===== src/rtl/spi_master_ctrl_pkg.sv =====
// rtl/spi_master_ctrl_pkg.sv - shared types and constants for the SPI master controller
//
// Purpose : controller state encoding, data width and bit-counter width,
//           imported by the interface, the PISO and the controller top.
// Ports   : none (package).

package spi_pkg;

    localparam int SPI_DATA_W = 8;
    localparam int SPI_CNT_W  = 3;

    // Counter value of the last SHIFT cycle and of the one before it.
    localparam logic [SPI_CNT_W-1:0] SPI_CNT_LAST = '1;
    localparam logic [SPI_CNT_W-1:0] SPI_CNT_PRE  = SPI_CNT_LAST - SPI_CNT_W'(1);

    typedef enum logic [1:0] {
        ST_IDLE  = 2'd0,
        ST_SETUP = 2'd1,
        ST_SHIFT = 2'd2,
        ST_DONE  = 2'd3
    } spi_state_t;

endpackage


===== src/rtl/spi_master_ctrl_if.sv =====
// rtl/spi_master_ctrl_if.sv - upstream byte handshake bundle of the SPI master controller
//
// Purpose : groups the byte request / byte result signals between the
//           upstream client and the controller.
// Signals : tx_valid, tx_data  - byte request from the client
//           tx_ready           - controller can accept a byte
//           rx_valid, rx_data  - one-cycle pulse with the received byte
//           busy               - controller not idle
// Modports: master - the upstream client
//           slave  - the controller (spi_master_ctrl)

interface spi_master_ctrl_if;
    import spi_pkg::*;

    logic                  tx_valid;
    logic [SPI_DATA_W-1:0] tx_data;
    logic                  tx_ready;
    logic                  rx_valid;
    logic [SPI_DATA_W-1:0] rx_data;
    logic                  busy;

    modport master (
        output tx_valid,
        output tx_data,
        input  tx_ready,
        input  rx_valid,
        input  rx_data,
        input  busy
    );

    modport slave (
        input  tx_valid,
        input  tx_data,
        output tx_ready,
        output rx_valid,
        output rx_data,
        output busy
    );

endinterface


===== src/rtl/spi_master_ctrl_piso.sv =====
// rtl/spi_master_ctrl_piso.sv - parallel-in serial-out TX shift register, MSB first
//
// Purpose : holds the byte being transmitted; sout is the current MSB.
//           Zeros shift in from the bottom, so after a full byte has been
//           shifted out the register (and sout) is zero again.
// Ports   : clk, rst_n - clock, asynchronous active-low reset
//           load       - capture din (has priority over shift)
//           shift      - shift one bit towards the MSB
//           din        - parallel byte
//           sout       - serial output (register MSB)

module piso
    import spi_pkg::*;
(
    input  logic                  clk,
    input  logic                  rst_n,
    input  logic                  load,
    input  logic                  shift,
    input  logic [SPI_DATA_W-1:0] din,
    output logic                  sout
);

    logic [SPI_DATA_W-1:0] sreg;

    always_ff @(posedge clk or negedge rst_n) begin
        if (!rst_n) begin
            sreg <= '0;
        end else if (load) begin
            sreg <= din;
        end else if (shift) begin
            sreg <= {sreg[SPI_DATA_W-2:0], 1'b0};
        end
    end

    assign sout = sreg[SPI_DATA_W-1];

endmodule


===== src/rtl/spi_master_ctrl.sv =====
// rtl/spi_master_ctrl.sv - SPI master byte controller driving an external SIPO
//
// Purpose : accepts a byte over the handshake bundle, frames it with cs_n,
//           shifts it out MSB first on mosi and collects the reply byte from
//           the downstream SIPO (rx_shift), reporting it with a rx_valid pulse.
// Ports   : clk, rst_n - SPI bit clock, asynchronous active-low reset
//           bus        - spi_master_ctrl_if.slave (tx_valid/tx_data/tx_ready,
//                        rx_valid/rx_data, busy)
//           miso       - serial bit from the slave (also feeds the SIPO)
//           rx_shift   - parallel output of the SIPO
//           shift_en   - SIPO shift enable; low clears the SIPO
//           mosi, cs_n - serial data and active-low select to the slave
// Config  : SPI_CTRL_BURST_EN - when defined, a new byte can be handed over in
//           the last SHIFT cycle and is shifted back-to-back without
//           releasing cs_n.

module spi_master_ctrl
    import spi_pkg::*;
(
    input  logic                  clk,
    input  logic                  rst_n,
    spi_master_ctrl_if.slave      bus,
    input  logic                  miso,
    input  logic [SPI_DATA_W-1:0] rx_shift,
    output logic                  shift_en,
    output logic                  mosi,
    output logic                  cs_n
);

    spi_state_t            state;
    logic [SPI_CNT_W-1:0]  cnt;
    logic                  ready_reg;
    logic                  rx_valid_reg;
    logic [SPI_DATA_W-1:0] rx_data_reg;
    logic                  busy_reg;

    logic accept;
    logic piso_shift;

    assign accept     = bus.tx_valid && ready_reg;
    assign piso_shift = (state == ST_SHIFT);

    // The SIPO's top bit falls off on the capture edge and is never needed.
    logic rx_top_unused;
    assign rx_top_unused = rx_shift[SPI_DATA_W-1];

    piso u_piso (
        .clk   (clk),
        .rst_n (rst_n),
        .load  (accept),
        .shift (piso_shift),
        .din   (bus.tx_data),
        .sout  (mosi)
    );

    always_ff @(posedge clk or negedge rst_n) begin
        if (!rst_n) begin
            state        <= ST_IDLE;
            cnt          <= '0;
            ready_reg    <= 1'b1;
            cs_n         <= 1'b1;
            shift_en     <= 1'b0;
            rx_valid_reg <= 1'b0;
            rx_data_reg  <= '0;
            busy_reg     <= 1'b0;
        end else begin
            rx_valid_reg <= 1'b0;
            case (state)
                ST_IDLE: begin
                    if (accept) begin
                        state     <= ST_SETUP;
                        cnt       <= '0;
                        cs_n      <= 1'b0;
                        ready_reg <= 1'b0;
                        busy_reg  <= 1'b1;
                    end
                end

                ST_SETUP: begin
                    state    <= ST_SHIFT;
                    shift_en <= 1'b1;
                end

                ST_SHIFT: begin
                    cnt <= cnt + SPI_CNT_W'(1);
`ifdef SPI_CTRL_BURST_EN
                    // Open the handover window for the last bit cycle.
                    if (cnt == SPI_CNT_PRE) begin
                        ready_reg <= 1'b1;
                    end
`endif
                    if (cnt == SPI_CNT_LAST) begin
                        // The SIPO shifts miso in on this same edge and is
                        // cleared once shift_en drops, so the byte is built
                        // here from its pre-edge contents plus the live bit.
                        rx_data_reg  <= {rx_shift[SPI_DATA_W-2:0], miso};
                        rx_valid_reg <= 1'b1;
`ifdef SPI_CTRL_BURST_EN
                        if (accept) begin
                            ready_reg <= 1'b0;
                            cnt       <= '0;
                        end else begin
                            state     <= ST_DONE;
                            shift_en  <= 1'b0;
                            cs_n      <= 1'b1;
                            ready_reg <= 1'b0;
                        end
`else
                        state     <= ST_DONE;
                        shift_en  <= 1'b0;
                        cs_n      <= 1'b1;
                        ready_reg <= 1'b0;
`endif
                    end
                end

                ST_DONE: begin
                    state     <= ST_IDLE;
                    ready_reg <= 1'b1;
                    busy_reg  <= 1'b0;
                end

                default: begin
                    state     <= ST_IDLE;
                    ready_reg <= 1'b1;
                    cs_n      <= 1'b1;
                    shift_en  <= 1'b0;
                    busy_reg  <= 1'b0;
                end
            endcase
        end
    end

    assign bus.tx_ready = ready_reg;
    assign bus.rx_valid = rx_valid_reg;
    assign bus.rx_data  = rx_data_reg;
    assign bus.busy     = busy_reg;

endmodule


===== src/flat_wrapper.sv =====
// flat-port wrapper written by rule: the top's interface ports become plain ports
module spi_master_ctrl_flat import spi_pkg::*;
  (clk, rst_n, miso, rx_shift, shift_en, mosi, cs_n, bus_tx_valid, bus_tx_data, bus_tx_ready, bus_rx_valid, bus_rx_data, bus_busy);
  spi_master_ctrl_if bus_i ();
  input  logic clk;
  input  logic rst_n;
  input  logic miso;
  input  logic [SPI_DATA_W-1:0] rx_shift;
  output logic shift_en;
  output logic mosi;
  output logic cs_n;
  input wire logic [$bits(bus_i.tx_valid)-1:0] bus_tx_valid;
  input wire logic [$bits(bus_i.tx_data)-1:0] bus_tx_data;
  output wire logic [$bits(bus_i.tx_ready)-1:0] bus_tx_ready;
  output wire logic [$bits(bus_i.rx_valid)-1:0] bus_rx_valid;
  output wire logic [$bits(bus_i.rx_data)-1:0] bus_rx_data;
  output wire logic [$bits(bus_i.busy)-1:0] bus_busy;
  assign bus_i.tx_valid = bus_tx_valid;
  assign bus_i.tx_data = bus_tx_data;
  assign bus_tx_ready = bus_i.tx_ready;
  assign bus_rx_valid = bus_i.rx_valid;
  assign bus_rx_data = bus_i.rx_data;
  assign bus_busy = bus_i.busy;
  spi_master_ctrl u_core (.clk(clk), .rst_n(rst_n), .bus(bus_i), .miso(miso), .rx_shift(rx_shift), .shift_en(shift_en), .mosi(mosi), .cs_n(cs_n));
endmodule

===== config.mk =====
export PLATFORM = sky130hd
export DESIGN_NAME = spi_master_ctrl_flat
export DESIGN_NICKNAME = d
export VERILOG_FILES = /design/src/rtl/spi_master_ctrl_pkg.sv /design/src/rtl/spi_master_ctrl_if.sv /design/src/rtl/spi_master_ctrl_piso.sv /design/src/rtl/spi_master_ctrl.sv /design/src/flat_wrapper.sv
export SDC_FILE = /design/constraint.sdc
export NUM_CORES = 1
export LEC_CHECK = 0
export ABC_CLOCK_PERIOD_IN_PS = 3500
export BUFFER_PORTS_ARGS = -buffer_cell sky130_fd_sc_hd__buf_4
export CELL_PAD_IN_SITES_DETAIL_PLACEMENT = 0
export CELL_PAD_IN_SITES_GLOBAL_PLACEMENT = 1
export CORE_MARGIN = 2
export CORE_UTILIZATION = 42
export DETAILED_ROUTE_END_ITERATION = 8
export GPL_ROUTABILITY_DRIVEN = 0
export PLACE_DENSITY = 0.87
export SYNTH_ARGS = -nofsm -noshare
export SYNTH_HDL_FRONTEND = slang
export SYNTH_SLANG_ARGS = --single-unit

===== constraint.sdc =====
create_clock -name clk -period 3.5 [get_ports clk]
set_input_delay 1.05 -clock clk [delete_from_list [all_inputs] [get_ports clk]]
set_output_delay 1.05 -clock clk [all_outputs]
set_load 0.02 [all_outputs]

==> Word level (Yosys, flattened, before mapping) <==
Cells that the tools add are included.
{ "classes": {"add_sub_neg": 1, "eq_ne": 6, "mux": 17, "n_reduce_logical": 14} }
{ "op_table": {"columns": ["cell", "n"], "rows": [
  ["8-bit 2-to-1 mux", 2],
  ["2-bit AND reduction", 5],
  ["2-bit case mux with 4 select lines", 1],
  ["2-bit nonzero test", 4],
  ["1-bit 2-to-1 mux", 6],
  ["1-bit case mux with 2 select lines", 3],
  ["3-bit case mux with 2 select lines", 1],
  ["3-bit AND reduction", 2],
  ["2-bit == test, second input constant", 2],
  ["2-bit 2-to-1 mux", 2],
  ["3-bit by 1-bit adder with 3-bit output, second input constant", 1],
  ["3-bit == test, second input constant", 1],
  ["3-bit 2-to-1 mux", 1],
  ["1-bit case mux with 3 select lines", 1],
  ["3-bit nonzero test", 1],
  ["2-bit by 1-bit == test with 1-bit output, second input constant", 1],
  ["2-bit logical NOT", 1],
  ["2-bit by 1-bit != test with 1-bit output, second input constant", 1],
  ["2-bit != test, second input constant", 1],
  ["1-bit logical AND", 1]
]} }
{ "word_totals": {"ff_bits": 26, "inputBits": 20, "out_inout_bits": 14, "word_cells": 47} }

==> Longest topological paths before layout <==
{ "depth": {"ltp_word": 3, "depth_mapped": 6, "mapped_depth_nobuf": 5} }

==> Modules after synthesis <==
Synthesis repeated with hierarchy kept, for this count alone.
{ "unflattened": {"cells_unflattened": 95, "area_unflattened_um2": 1191.1} }
{ "modules_own_cells": {"columns": ["mod", "n_inst", "cells_each", "area_per_inst_um2", "seq_area_each_um2"], "rows": [
  ["spi_master_ctrl", 1, 61, 822.0, 452.9],
  ["piso", 1, 34, 369.1, 200.2]
]} }

==> Worst setup path after synthesis <==
Ideal clock, no wire load.
{ "synth_path": {"path_type": "input to register", "from": "input bus_tx_valid", "to": "register u_core.state[1]", "arrival_ns": 1.627, "required_time_ns": 3.372, "slack_ns": 1.745, "cell_stages": 3, "path_buffers": 0, "cell_sequence": "nand2_2 -> a21oi_2 -> mux2_1"} }
{ "synth_between": {"elab_chain_len": 3} }
{ "synth_lines": {"columns": ["item", "line_no", "text"], "rows": [
  ["from (decl)", "flat_wrapper.sv:12", "input wire logic [$bits(bus_i.tx_valid)-1:0] bus_tx_valid;"],
  ["1-bit logical AND", "spi_master_ctrl.sv:40", "assign accept = bus.tx_valid && ready_reg;"],
  ["2-bit by 1-bit != test with 1-bit output (no line)", null, null],
  ["2-bit AND reduction (no line)", null, null],
  ["to (signal assigned)", "spi_master_ctrl.sv:58", "state <= ST_IDLE;"],
  ["to (signal assigned)", "spi_master_ctrl.sv:71", "state <= ST_SETUP;"],
  ["to (signal assigned)", "spi_master_ctrl.sv:80", "state <= ST_SHIFT;"],
  ["to (decl)", "spi_master_ctrl.sv:30", "spi_state_t state;"]
]} }
Every way passes these cells.
A chain may end at the register's enable or synchronous reset.

==> Worst setup path after layout <==
{ "layout_path": {"from": "register u_core.ready_reg, in the netlist u_core.bus.tx_ready", "to": "output bus_tx_ready"} }
{ "layout_lines": {"columns": ["item", "line_no", "text"], "rows": [
  ["from (decl)", "spi_master_ctrl.sv:32", "logic ready_reg;"],
  ["from (signal assigned)", "spi_master_ctrl.sv:60", "ready_reg <= 1'b1;"],
  ["from (signal assigned)", "spi_master_ctrl.sv:74", "ready_reg <= 1'b0;"],
  ["from (signal assigned)", "spi_master_ctrl.sv:112", "ready_reg <= 1'b0;"],
  ["to (decl)", "flat_wrapper.sv:14", "output wire logic [$bits(bus_i.tx_ready)-1:0] bus_tx_ready;"]
]} }
No word-level cell between the ends.

==> implementation parameters <==
Parameter                              Value

GRT
  Total global-route track usage    a little over an eighth
  Overflow after GRT    0
  Number of global-route vias before repair    775
  Antenna violations before repair    0
  Wire length of the first global-routing pass    3430 um
  Maximum number of pins on one net before global-route repair    27

Timing
  Tmin final    2.13 ns
  Number of max-slew violations in the final report    0
  Final-report hold violation count    0
  Worst-case hold slack    0.506 ns
  Highest Clock Rate    0.470 GHz
  Setup repair after global routing missed its margin    no
  Accumulated negative setup slack    0 ns
  Final setup fails    0
  Fraction of the cycle the final worst path needs    between 60% and 70%
  Transition time at the pin with the least slew margin    0.740 ns
  Worst max-slew margin expressed relative to the limit    50.7%
  Clock skew after layout    0.0115 ns

Logic synthesis
  Mean post-synth cell area    12.2 um^2
  Cell with the most instances after synthesis    sky130_fd_sc_hd__dfrtp_1
  Post-Syn Nets    128
  Yosys reg bits    26
  Top cell type by total area after synthesis    sky130_fd_sc_hd__dfrtp_1
  Top post-synthesis cells by area    sky130_fd_sc_hd__dfrtp_1, sky130_fd_sc_hd__mux2_1, sky130_fd_sc_hd__ha_1
  Post-synthesis async set-or-reset flop share    100%
  Synth top area share    49.2%
  Sequential cell area fraction in the yosys report    between 50% and 60%
  Synthesis warning total    0
  Post-synthesis instance area    ~0.0012 mm^2
  Synth cell count leaders    sky130_fd_sc_hd__dfrtp_1, sky130_fd_sc_hd__nor2_1, sky130_fd_sc_hd__a21oi_1
  Count of distinct cell types in the synthesized netlist    24
  Top FF cell, synth    sky130_fd_sc_hd__dfrtp_1
  EDFF count, synth    0
  Instance count of the mapped netlist    100

Floorplanning
  Starting density of the core    44.2%
  Die X    57.9 um
  Floorplan die height    57.9 um
  Std-Cell Rows    19
  Area of the die    0.00335 mm^2
  Total I/O pin count    34
  Core ar.    between 0.002 and 0.003 mm^2

Layout
  Count of inserted antenna diode cells    0
  Relative area change from synthesis to final layout    23.4%
  Number of nets in the layout    ~160
  Final instance area    0.00151 mm^2
  Final core occ    54.6%
  Layout cell share with drive strength beyond 1    33.1%

Worst setup path
  Library cell contributing the largest single delay on the critical path    sky130_fd_sc_hd__dfstp_2
  Critical Path End Type    output pin
  FF-to-FF setup slack    1.46 ns
  Family of cells with the greatest summed delay on the critical path    flip-flops
  Crit-path max cell delay    0.61 ns
  Maximum fanout count along the critical path    6
  Cells along the critical path    buf_4
  Critical Path RT    about 2.5 ns
  Worst Path Class, Setup    flip-flop to output pin
  Buffering stage count on the worst path with inverters included    1
  Startpoint kind of the worst setup timing path    flip-flop
  Data arrival time at the worst-slack endpoint    1.08 ns

CTS
  CTS H-tree lvls    1
  Clock input transition at the sequential cells of the worst setup and hold paths    0.12 ns
  Maximum buffer depth of the clock tree    2
  Number of buffers inserted to repair setup after CTS    0
  Hold buffer count at cts    0
  Clock buffers created by TritonCTS    3
  Clock latency on the worst-skew pair    slightly above 0.3 ns
  Clock Root Buffer    sky130_fd_sc_hd__clkbuf_4
  CTS tree    done
  Post-cts resize count    0
  CTS Sinks    26

Detailed routing
  Post-route DRC    0
  Vias/cell    ~5.0
  Pre-Repair DR Iteration Count    2
  Routed WL    1950 um
  Count of nets left with antenna violations after detail routing    0
  Detailed-route via count    about 830
  Wire per inst    11.9 um
  Initial detailed-routing violation count    13

Worst hold path
  Type of the worst min-delay path    flip-flop to flip-flop

Placed design
  PortBufs    32
  Cell area after placement    0.00148 mm^2
  Half-perimeter wire length after detailed placement    1480 um

Power
  IR drop worst, VDD    between 0.0004 and 0.0005 V
  Leakage component of the power    0.000755 uW
  Power density cells    748 mW/mm^2

Job
  Number of violations of the max-capacitance limit    0

Status
  Result of the run    completed
[kinds of logic (layout without fill, tap and decap cells)]
| kind of cell | count (synthesis) | after routing | share of synthesized area, % |
|---|---|---|---|
| buf+inv | 9 | 42 | 3.49 |
| flops | 26 | 26 | 53.5 |
| simple gates | 20 | 20 | 8.00 |
| mux | 17 | 17 | 14.9 |
| fa+ha+maj | 8 | 8 | 8.21 |
| compound gates | 20 | 20 | 11.9 |
[layout by cell type (no fill, tap or decap), drive strengths merged]
| master | n |
|---|---|
| dfrtp | 24 |
| inv | 6 |
| nor3 | 1 |
| nand2 | 3 |
| mux2 | 9 |
| clkbuf | 4 |
| a21bo | 2 |
| o2bb2ai | 1 |
| nand3b | 2 |
| o22ai | 1 |
| nor2 | 11 |
| and2b | 1 |
| dfstp | 2 |
| mux2i | 8 |
| o21ai | 1 |
| ha | 8 |
| nand3 | 2 |
| a2bb2oi | 2 |
| buf | 32 |
| a32o | 2 |
| a21oi | 11 |
[final cells by class]
class | count | area [um^2]
fill | 243 | 1250
sequential | 26 | 653
multi-input combinational | 65 | 524
timing repair buffer | 32 | 240
tap | 31 | 38.8
clock buffer | 4 | 26.3
inverter | 6 | 22.5
[path summary, 6_finish.rpt]
path / start / cells after the start / end
min in group asynchronous: rst_n / 1 / u_core.state[0]$_DFFE_PN0P_
max in group asynchronous: rst_n / 1 / u_core.bus.tx_ready$_DFFE_PN1P_
hold / removal: u_core.bus.rx_data[0]$_DFFE_PN0P_ / 1 / u_core.bus.rx_data[0]$_DFFE_PN0P_
hold reg to reg: u_core.bus.rx_data[0]$_DFFE_PN0P_ / 1 / u_core.bus.rx_data[0]$_DFFE_PN0P_
setup / recovery: u_core.bus.tx_ready$_DFFE_PN1P_ / 1 / bus_tx_ready
setup reg to reg: u_core.state[0]$_DFFE_PN0P_ / 4 / u_core.bus.rx_data[6]$_DFFE_PN0P_
[worst register-to-register path, delay by kind of cell (launching register included)]
kind / cells / cell delay, ns
AND/OR/NAND/NOR: 1 / 0.31
buffers and inverters: 1 / 0.12
multiplexers: 1 / 0.39
adder cells (fa/ha/maj): 1 / 0.64
flip-flops: 1 / 0.46
[through the flow]
step           setup slack, ns  power, uW  cells
2_1_floorplan             1.75        882    100
3_3_place_gp              1.44        994    160
3_5_place_dp              1.43       1020    160
4_1_cts                   1.35       1150    164
5_1_grt                   1.28       1230    164
6_report                  1.37       1130    164
[power breakdown]
part | internal [uW] | switching (uW)
sequential | 412 | 69.8
clock | 44.5 | 78.9
combinational | 260 | 260
[layer usage]
| layer | wire length (um) | GRT usage [%] | up-vias |
|---|---|---|---|
| met2 | 868 | 20.6 | 32 |
| met5 | 0 | 0 | - |
| li1 | - | - | 414 |
| met1 | 887 | 17.5 | 379 |
| met3 | 177 | 4.69 | 2 |
| met4 | 14 | 2.99 | 0 |
No activity file was read; power rests on OpenSTA's default activity.
